## src/rtl/irq_controller_if.sv

```systemverilog
// Bus and CPU interrupt-handshake signals shared by the interrupt controller and its master.
interface irq_controller_if #(
    parameter int BITS  = 32,
    parameter int N_DEV = 4
);
    logic             we;
    logic             re;
    logic [BITS-1:0]  memAddr;
    logic [BITS-1:0]  dataBusIn;
    logic [BITS-1:0]  dataBusOut;
    logic [N_DEV-1:0] irqIn;
    logic             intAck;
    logic             intReq;

    modport master (
        output we, re, memAddr, dataBusIn, irqIn, intAck,
        input  dataBusOut, intReq
    );

    modport slave (
        input  we, re, memAddr, dataBusIn, irqIn, intAck,
        output dataBusOut, intReq
    );
endinterface

```

## src/rtl/irq_controller.sv

```systemverilog
// Memory-mapped interrupt controller: edge capture, masking, lowest-index priority
// and a request/acknowledge/end-of-interrupt handshake with the CPU.
module irq_controller #(
    parameter int              BITS       = 32,
    parameter int              N_DEV      = 4,
    parameter logic [BITS-1:0] PEND_ADDR  = 32'hF0000800,
    parameter logic [BITS-1:0] MASK_ADDR  = 32'hF0000804,
    parameter logic [BITS-1:0] CAUSE_ADDR = 32'hF0000808,
    parameter logic [BITS-1:0] EOI_ADDR   = 32'hF000080C
) (
    input logic clk,
    input logic reset,
    irq_controller_if.slave bus
);
    localparam logic [1:0] IDLE = 2'd0;
    localparam logic [1:0] REQ  = 2'd1;
    localparam logic [1:0] SERV = 2'd2;

    logic [1:0]       state;
    logic [N_DEV-1:0] pend;
    logic [N_DEV-1:0] mask;
    logic [N_DEV-1:0] irqPrev;
    logic [N_DEV-1:0] rise;
    logic [N_DEV-1:0] eligible;
    logic [N_DEV-1:0] selOneHot;
    logic [N_DEV-1:0] ackClr;
    logic [3:0]       sel;
    logic [3:0]       selId;
    logic [3:0]       causeId;
    logic             causeActive;
    logic             selEligible;
    logic             ackNow;
    logic             wrMask;
    logic             wrEoi;
    logic             rdPend;
    logic             rdMask;
    logic             rdCause;
    logic             unusedData;

    assign unusedData = ^bus.dataBusIn[BITS-1:N_DEV];

    assign wrMask  = bus.we & (bus.memAddr == MASK_ADDR);
    assign wrEoi   = bus.we & (bus.memAddr == EOI_ADDR);
    assign rdPend  = bus.re & ~bus.we & (bus.memAddr == PEND_ADDR);
    assign rdMask  = bus.re & ~bus.we & (bus.memAddr == MASK_ADDR);
    assign rdCause = bus.re & ~bus.we & (bus.memAddr == CAUSE_ADDR);

    assign rise     = bus.irqIn & ~irqPrev;
    assign eligible = pend & mask;

    // Descending scan so the lowest eligible index is the last one written.
    always_comb begin
        sel = '0;
        for (int unsigned i = N_DEV; i > 0; i--) begin
            if (eligible[i-1]) sel = 4'(i - 1);
        end
    end

    assign selOneHot   = N_DEV'(1) << selId;
    assign selEligible = |(eligible & selOneHot);
    assign ackNow      = (state == REQ) & selEligible & bus.intAck;
    assign ackClr      = ackNow ? selOneHot : '0;

    assign bus.intReq = (state == REQ);

    always_comb begin
        bus.dataBusOut = '0;
        if (rdPend)  bus.dataBusOut = BITS'(pend);
        if (rdMask)  bus.dataBusOut = BITS'(mask);
        if (rdCause) bus.dataBusOut = BITS'({causeActive, 4'b0000, causeId});
    end

    always_ff @(posedge clk) begin
        if (reset) begin
            state       <= IDLE;
            pend        <= '0;
            mask        <= '0;
            irqPrev     <= '0;
            selId       <= '0;
            causeId     <= '0;
            causeActive <= 1'b0;
        end else begin
            irqPrev <= bus.irqIn;
            // A fresh edge on the source being acknowledged survives the clear.
            pend    <= (pend & ~ackClr) | rise;
            if (wrMask) mask <= bus.dataBusIn[N_DEV-1:0];

            case (state)
                IDLE: begin
                    if (|eligible) begin
                        selId <= sel;
                        state <= REQ;
                    end
                end
                REQ: begin
                    if (!selEligible) begin
                        state <= IDLE;
                    end else if (bus.intAck) begin
                        causeActive <= 1'b1;
                        causeId     <= selId;
                        state       <= SERV;
                    end
                end
                SERV: begin
                    if (wrEoi) begin
                        causeActive <= 1'b0;
                        state       <= IDLE;
                    end
                end
                default: state <= IDLE;
            endcase
        end
    end
endmodule
```

## src/flat_wrapper.sv

```systemverilog
// flat-port wrapper written by rule: the top's interface ports become plain ports
module irq_controller_flat 
#(
    parameter int              BITS       = 32,
    parameter int              N_DEV      = 4,
    parameter logic [BITS-1:0] PEND_ADDR  = 32'hF0000800,
    parameter logic [BITS-1:0] MASK_ADDR  = 32'hF0000804,
    parameter logic [BITS-1:0] CAUSE_ADDR = 32'hF0000808,
    parameter logic [BITS-1:0] EOI_ADDR   = 32'hF000080C
)
  (clk, reset, bus_we, bus_re, bus_memAddr, bus_dataBusIn, bus_irqIn, bus_intAck, bus_dataBusOut, bus_intReq);
  irq_controller_if #(.BITS(BITS), .N_DEV(N_DEV)) bus_i ();
  input logic clk;
  input logic reset;
  input wire logic [$bits(bus_i.we)-1:0] bus_we;
  input wire logic [$bits(bus_i.re)-1:0] bus_re;
  input wire logic [$bits(bus_i.memAddr)-1:0] bus_memAddr;
  input wire logic [$bits(bus_i.dataBusIn)-1:0] bus_dataBusIn;
  input wire logic [$bits(bus_i.irqIn)-1:0] bus_irqIn;
  input wire logic [$bits(bus_i.intAck)-1:0] bus_intAck;
  output wire logic [$bits(bus_i.dataBusOut)-1:0] bus_dataBusOut;
  output wire logic [$bits(bus_i.intReq)-1:0] bus_intReq;
  assign bus_i.we = bus_we;
  assign bus_i.re = bus_re;
  assign bus_i.memAddr = bus_memAddr;
  assign bus_i.dataBusIn = bus_dataBusIn;
  assign bus_i.irqIn = bus_irqIn;
  assign bus_i.intAck = bus_intAck;
  assign bus_dataBusOut = bus_i.dataBusOut;
  assign bus_intReq = bus_i.intReq;
  irq_controller #(.BITS(BITS), .N_DEV(N_DEV), .PEND_ADDR(PEND_ADDR), .MASK_ADDR(MASK_ADDR), .CAUSE_ADDR(CAUSE_ADDR), .EOI_ADDR(EOI_ADDR)) u_core (.clk(clk), .reset(reset), .bus(bus_i));
endmodule
```

## config.mk

```make
export PLATFORM = sky130hd
export DESIGN_NAME = irq_controller_flat
export DESIGN_NICKNAME = d
export VERILOG_FILES = /design/src/rtl/irq_controller_if.sv /design/src/rtl/irq_controller.sv /design/src/flat_wrapper.sv
export SDC_FILE = /design/constraint.sdc
export NUM_CORES = 1
export LEC_CHECK = 0
export BUFFER_PORTS_ARGS = -buffer_cell sky130_fd_sc_hd__clkbuf_2
export CAP_MARGIN = 20
export CELL_PAD_IN_SITES_DETAIL_PLACEMENT = 1
export CELL_PAD_IN_SITES_GLOBAL_PLACEMENT = 2
export CORE_UTILIZATION = 17
export DETAILED_ROUTE_END_ITERATION = 7
export PLACE_DENSITY_LB_ADDON = 0.1
export REMOVE_ABC_BUFFERS = 1
export SLEW_MARGIN = 20
export SYNTH_ARGS = -nofsm -noshare
export SYNTH_HDL_FRONTEND = slang
export SYNTH_SLANG_ARGS = --single-unit
```

## constraint.sdc

```tcl
create_clock -name clk -period 1.5 [get_ports clk]
set_clock_uncertainty 0.05 [all_clocks]
set_input_delay 0.15 -clock clk [delete_from_list [all_inputs] [get_ports clk]]
set_output_delay 0.15 -clock clk [all_outputs]
set_load 0.03 [all_outputs]
```

==> results.yml <==
pwr:
  p_leak_uw: 0.000820
  powerDensity_nw_per_um2: 607
  intPower_uw: 781
  pwr-share-comb_pct: 19.9
  seqPwrFrac_pct: 47.1
  p_sw_share_pct: 30.3
  clockPowerShare_pct: 33.0
  p_switching_uw: 339
  max-vdd-ir-drop_mv: 0.312
worst_setup_path:
  crit_buf_inv: 3
  cp_cell_sequence: "buf_6, nor4b_4, nand4_2, nor4_2, buf_4, and3_4, clkbuf_8"
  crit_arrival_ns: 1.38
  crit_fanout: 5
  path_class: "in2out"
  critPathSlowestCell: "nor4b_4"
  worst_ep_required_time_ns: 1.30
  critPathLaunchType: "input port"
  crit_family: "simple AND/OR/NAND/NOR gates"
  cp-end-kind: "primary output"
  max_stage_delay_ns: 0.27
  reg2reg_slack_ns: 0.04
cts:
  hold_buffers: 0
  cts_max_path_buffers: 2
  ctsRootBufferMaster: "clkbuf_8"
  clk_pin_slew_ns: 0.08
  clkSinkCount: 19
  htree_num_levels: 1
  clock_latency_ns: 0.26
  cts_tree: "built"
  cts_buffers: 3
status:
  outcome: "complete, but fails checks"
  violations: "setup timing"
place:
  place.gp.congestion: 0.773
  pre_cts_slack_ns: -0.226
  place.port_buffers: 50
  hpwl_um: 2920
drt:
  vias: 1217
  wire_per_inst_um: 11.1
  drc: 0
  routed_wl_um: 3500
  drtIter0Drc: 15
  vias_per_cell: 3.85
  ant_nets: 0
  dr.pass1.iters: 5
cells_and_area:
  n_antenna_cell: 0
  nets: 291
  fillCellCount: 909
  syn2layout_area_growth_pct: 42.8
  drive_above_1_share_pct: 41.0
floorplan:
  dieArea_um2: 7950
  initial_utilization_pct: 17.7
  coreArea_um2: 7290
  die_w_um: 89.2
  rows: 31
  die-height_um: 89.2
  ios: 106
timing:
  drv_slew: 0
  setup_viol: 9
  fin_ws_ns: -0.0826
  grt_setup_unrepaired: "true"
  period_share_pct: 106
  final-hold-violation-count: 0
  fmax_mhz: 632
  hold_slack_ns: 0.0630
  period_needed_ns: 1.58
logic_synthesis:
  yosysUniqueCellTypes: 34
  synthMuxAreaShare_pct: 8.14
  synth-xor-area-share_pct: 0
  synth-edff-count: 0
  yosys.area_share.simple_pct: 34.8
  synth_top_family_by_area: "simple AND/OR/NAND/NOR gates"
  synth_compound_area_share_pct: 9.59
  seq_area_frac_synth_pct: 29.5
  ys_seq_elements: 19
  ys.flop_type: "dfxtp_1"
  syn_avg_cell_area_um2: 8.55
  async_flop_share_pct: 0
  yosysWarnings: 0
  synth_area_um2: 1290
  synth_fa_ha_area_share_pct: 0
  synth_cells: 151
global_route:
  antenna_found_initial: 0
  grt_pass1_vias: 1241
  grt_max_degree: 27
  overflow: 0
  grt_use_total_pct: 9.16
  grt_pass1_wl_um: 5570
hold_path:
  hold_class: "in2reg"
job:
  cap_violations: 0
## what timing repair did
action / 4_1_cts / 5_1_grt
resized for setup: 14 / 17
buffers inserted: 1 / 1
setup endpoints to repair: 8 / 16
pin swaps: 1 / 3
## per-stage QoR
stage / std cells / total power, uW / cell area (um2) / utilization, % / setup TNS, ns
after floorplan: 146 / 663 / 1170 / - / -0.104
after global placement: 310 / 748 / 1660 / 22.7 / -1.78
after detailed placement: 310 / 751 / 1660 / 22.7 / -1.85
after CTS: 315 / 1130 / 1770 / 24.3 / -0.572
after global routing: 316 / 1200 / 1840 / 25.3 / -1.60
final: 316 / 1120 / 1840 / 25.3 / -0.349
## layout make-up
cell class | instances | area (um2) | share of cell area, %
clock buffers | 3 | 41.3 | 2.24
multi-input cells | 124 | 836 | 45.3
flip-flops and latches | 19 | 387 | 21.0
inverters | 3 | 11.3 | 0.611
repair buffers | 67 | 440 | 23.9
clock inverters | 1 | 5.00 | 0.271
well taps | 99 | 124 | 6.72
## sequential cells by signal, summed over array words and instances (netlist names)
register / count
u_core.causeActive: 1
u_core.causeId: 2
u_core.irqPrev: 4
u_core.mask: 4
u_core.pend: 4
u_core.selId: 2
u_core.state: 2
## worst paths after layout
kind,cells after the start,start,endpoint
worst max-delay path,7,bus_memAddr[21],bus_dataBusOut[3]
worst min-delay path,2,bus_irqIn[0],u_core.irqPrev[0]
worst min register to register,2,u_core.causeId[1],u_core.causeId[1]
worst max register to register,4,u_core.pend[1],u_core.causeActive
## power groups by stage
stage	Sequential (uW)	Combinational, uW	Clock, uW
2_1_floorplan	536	128	0
3_3_place_gp	539	209	0
3_5_place_dp	538	212	0
4_1_cts	527	216	391
5_1_grt	530	249	420
6_report	528	223	369
## cell usage after synthesis (2+ instances only)
cell | count | area, um2
o21ai_1 | 4 | 20.0
mux2_1 | 2 | 22.5
mux2i_1 | 6 | 60.1
o21ai_0 | 2 | 10.0
nor2b_1 | 8 | 50.1
nor3_1 | 3 | 15.0
nand2_1 | 11 | 41.3
buf_4 | 27 | 203
nor4b_2 | 2 | 30.0
nand4b_1 | 2 | 17.5
clkbuf_1 | 4 | 15.0
nor2_1 | 2 | 7.51
o31ai_1 | 2 | 15.0
nor4_1 | 4 | 25.0
nand2b_1 | 16 | 100
dfxtp_1 | 19 | 380
inv_1 | 3 | 11.3
and2_1 | 7 | 43.8
a21oi_1 | 8 | 40.0
and3_1 | 4 | 25.0
nor4_2 | 2 | 25.0
## cell usage in the layout, fill, tap and decap left out, types with 3 or more instances in the layout
master and n:
clkbuf_2 43, nand2_1 11, nand2b_1 16, dfxtp_2 5, nor2b_1 8, o21ai_1 3, dfxtp_1 14, nor4_1 3
and2_1 6, conb_1 27, buf_4 16, inv_1 3, mux2i_1 6, nor3_1 3, a21oi_1 8, clkbuf_8 6
buf_6 3
## routing by layer
| layer | GRT usage [%] | share of wire, % | vias up |
|---|---|---|---|
| met5 | 0 | 0 | - |
| met4 | 2.60 | 0.83 | 0 |
| met3 | 1.85 | 6.6 | 5 |
| met2 | 18.2 | 51 | 54 |
| met1 | 9.65 | 42 | 555 |
| li1 | - | - | 603 |
## logic make-up (layout without fill, tap and decap cells)
logic type,Yosys count,after routing
other,1,27
AO/OA/AOI/OAI,21,21
buffers and inverters,34,74
multiplexers,9,9
AND/OR/NAND/NOR,67,67
flip-flops,19,19
No activity file was read; power rests on OpenSTA's default activity.
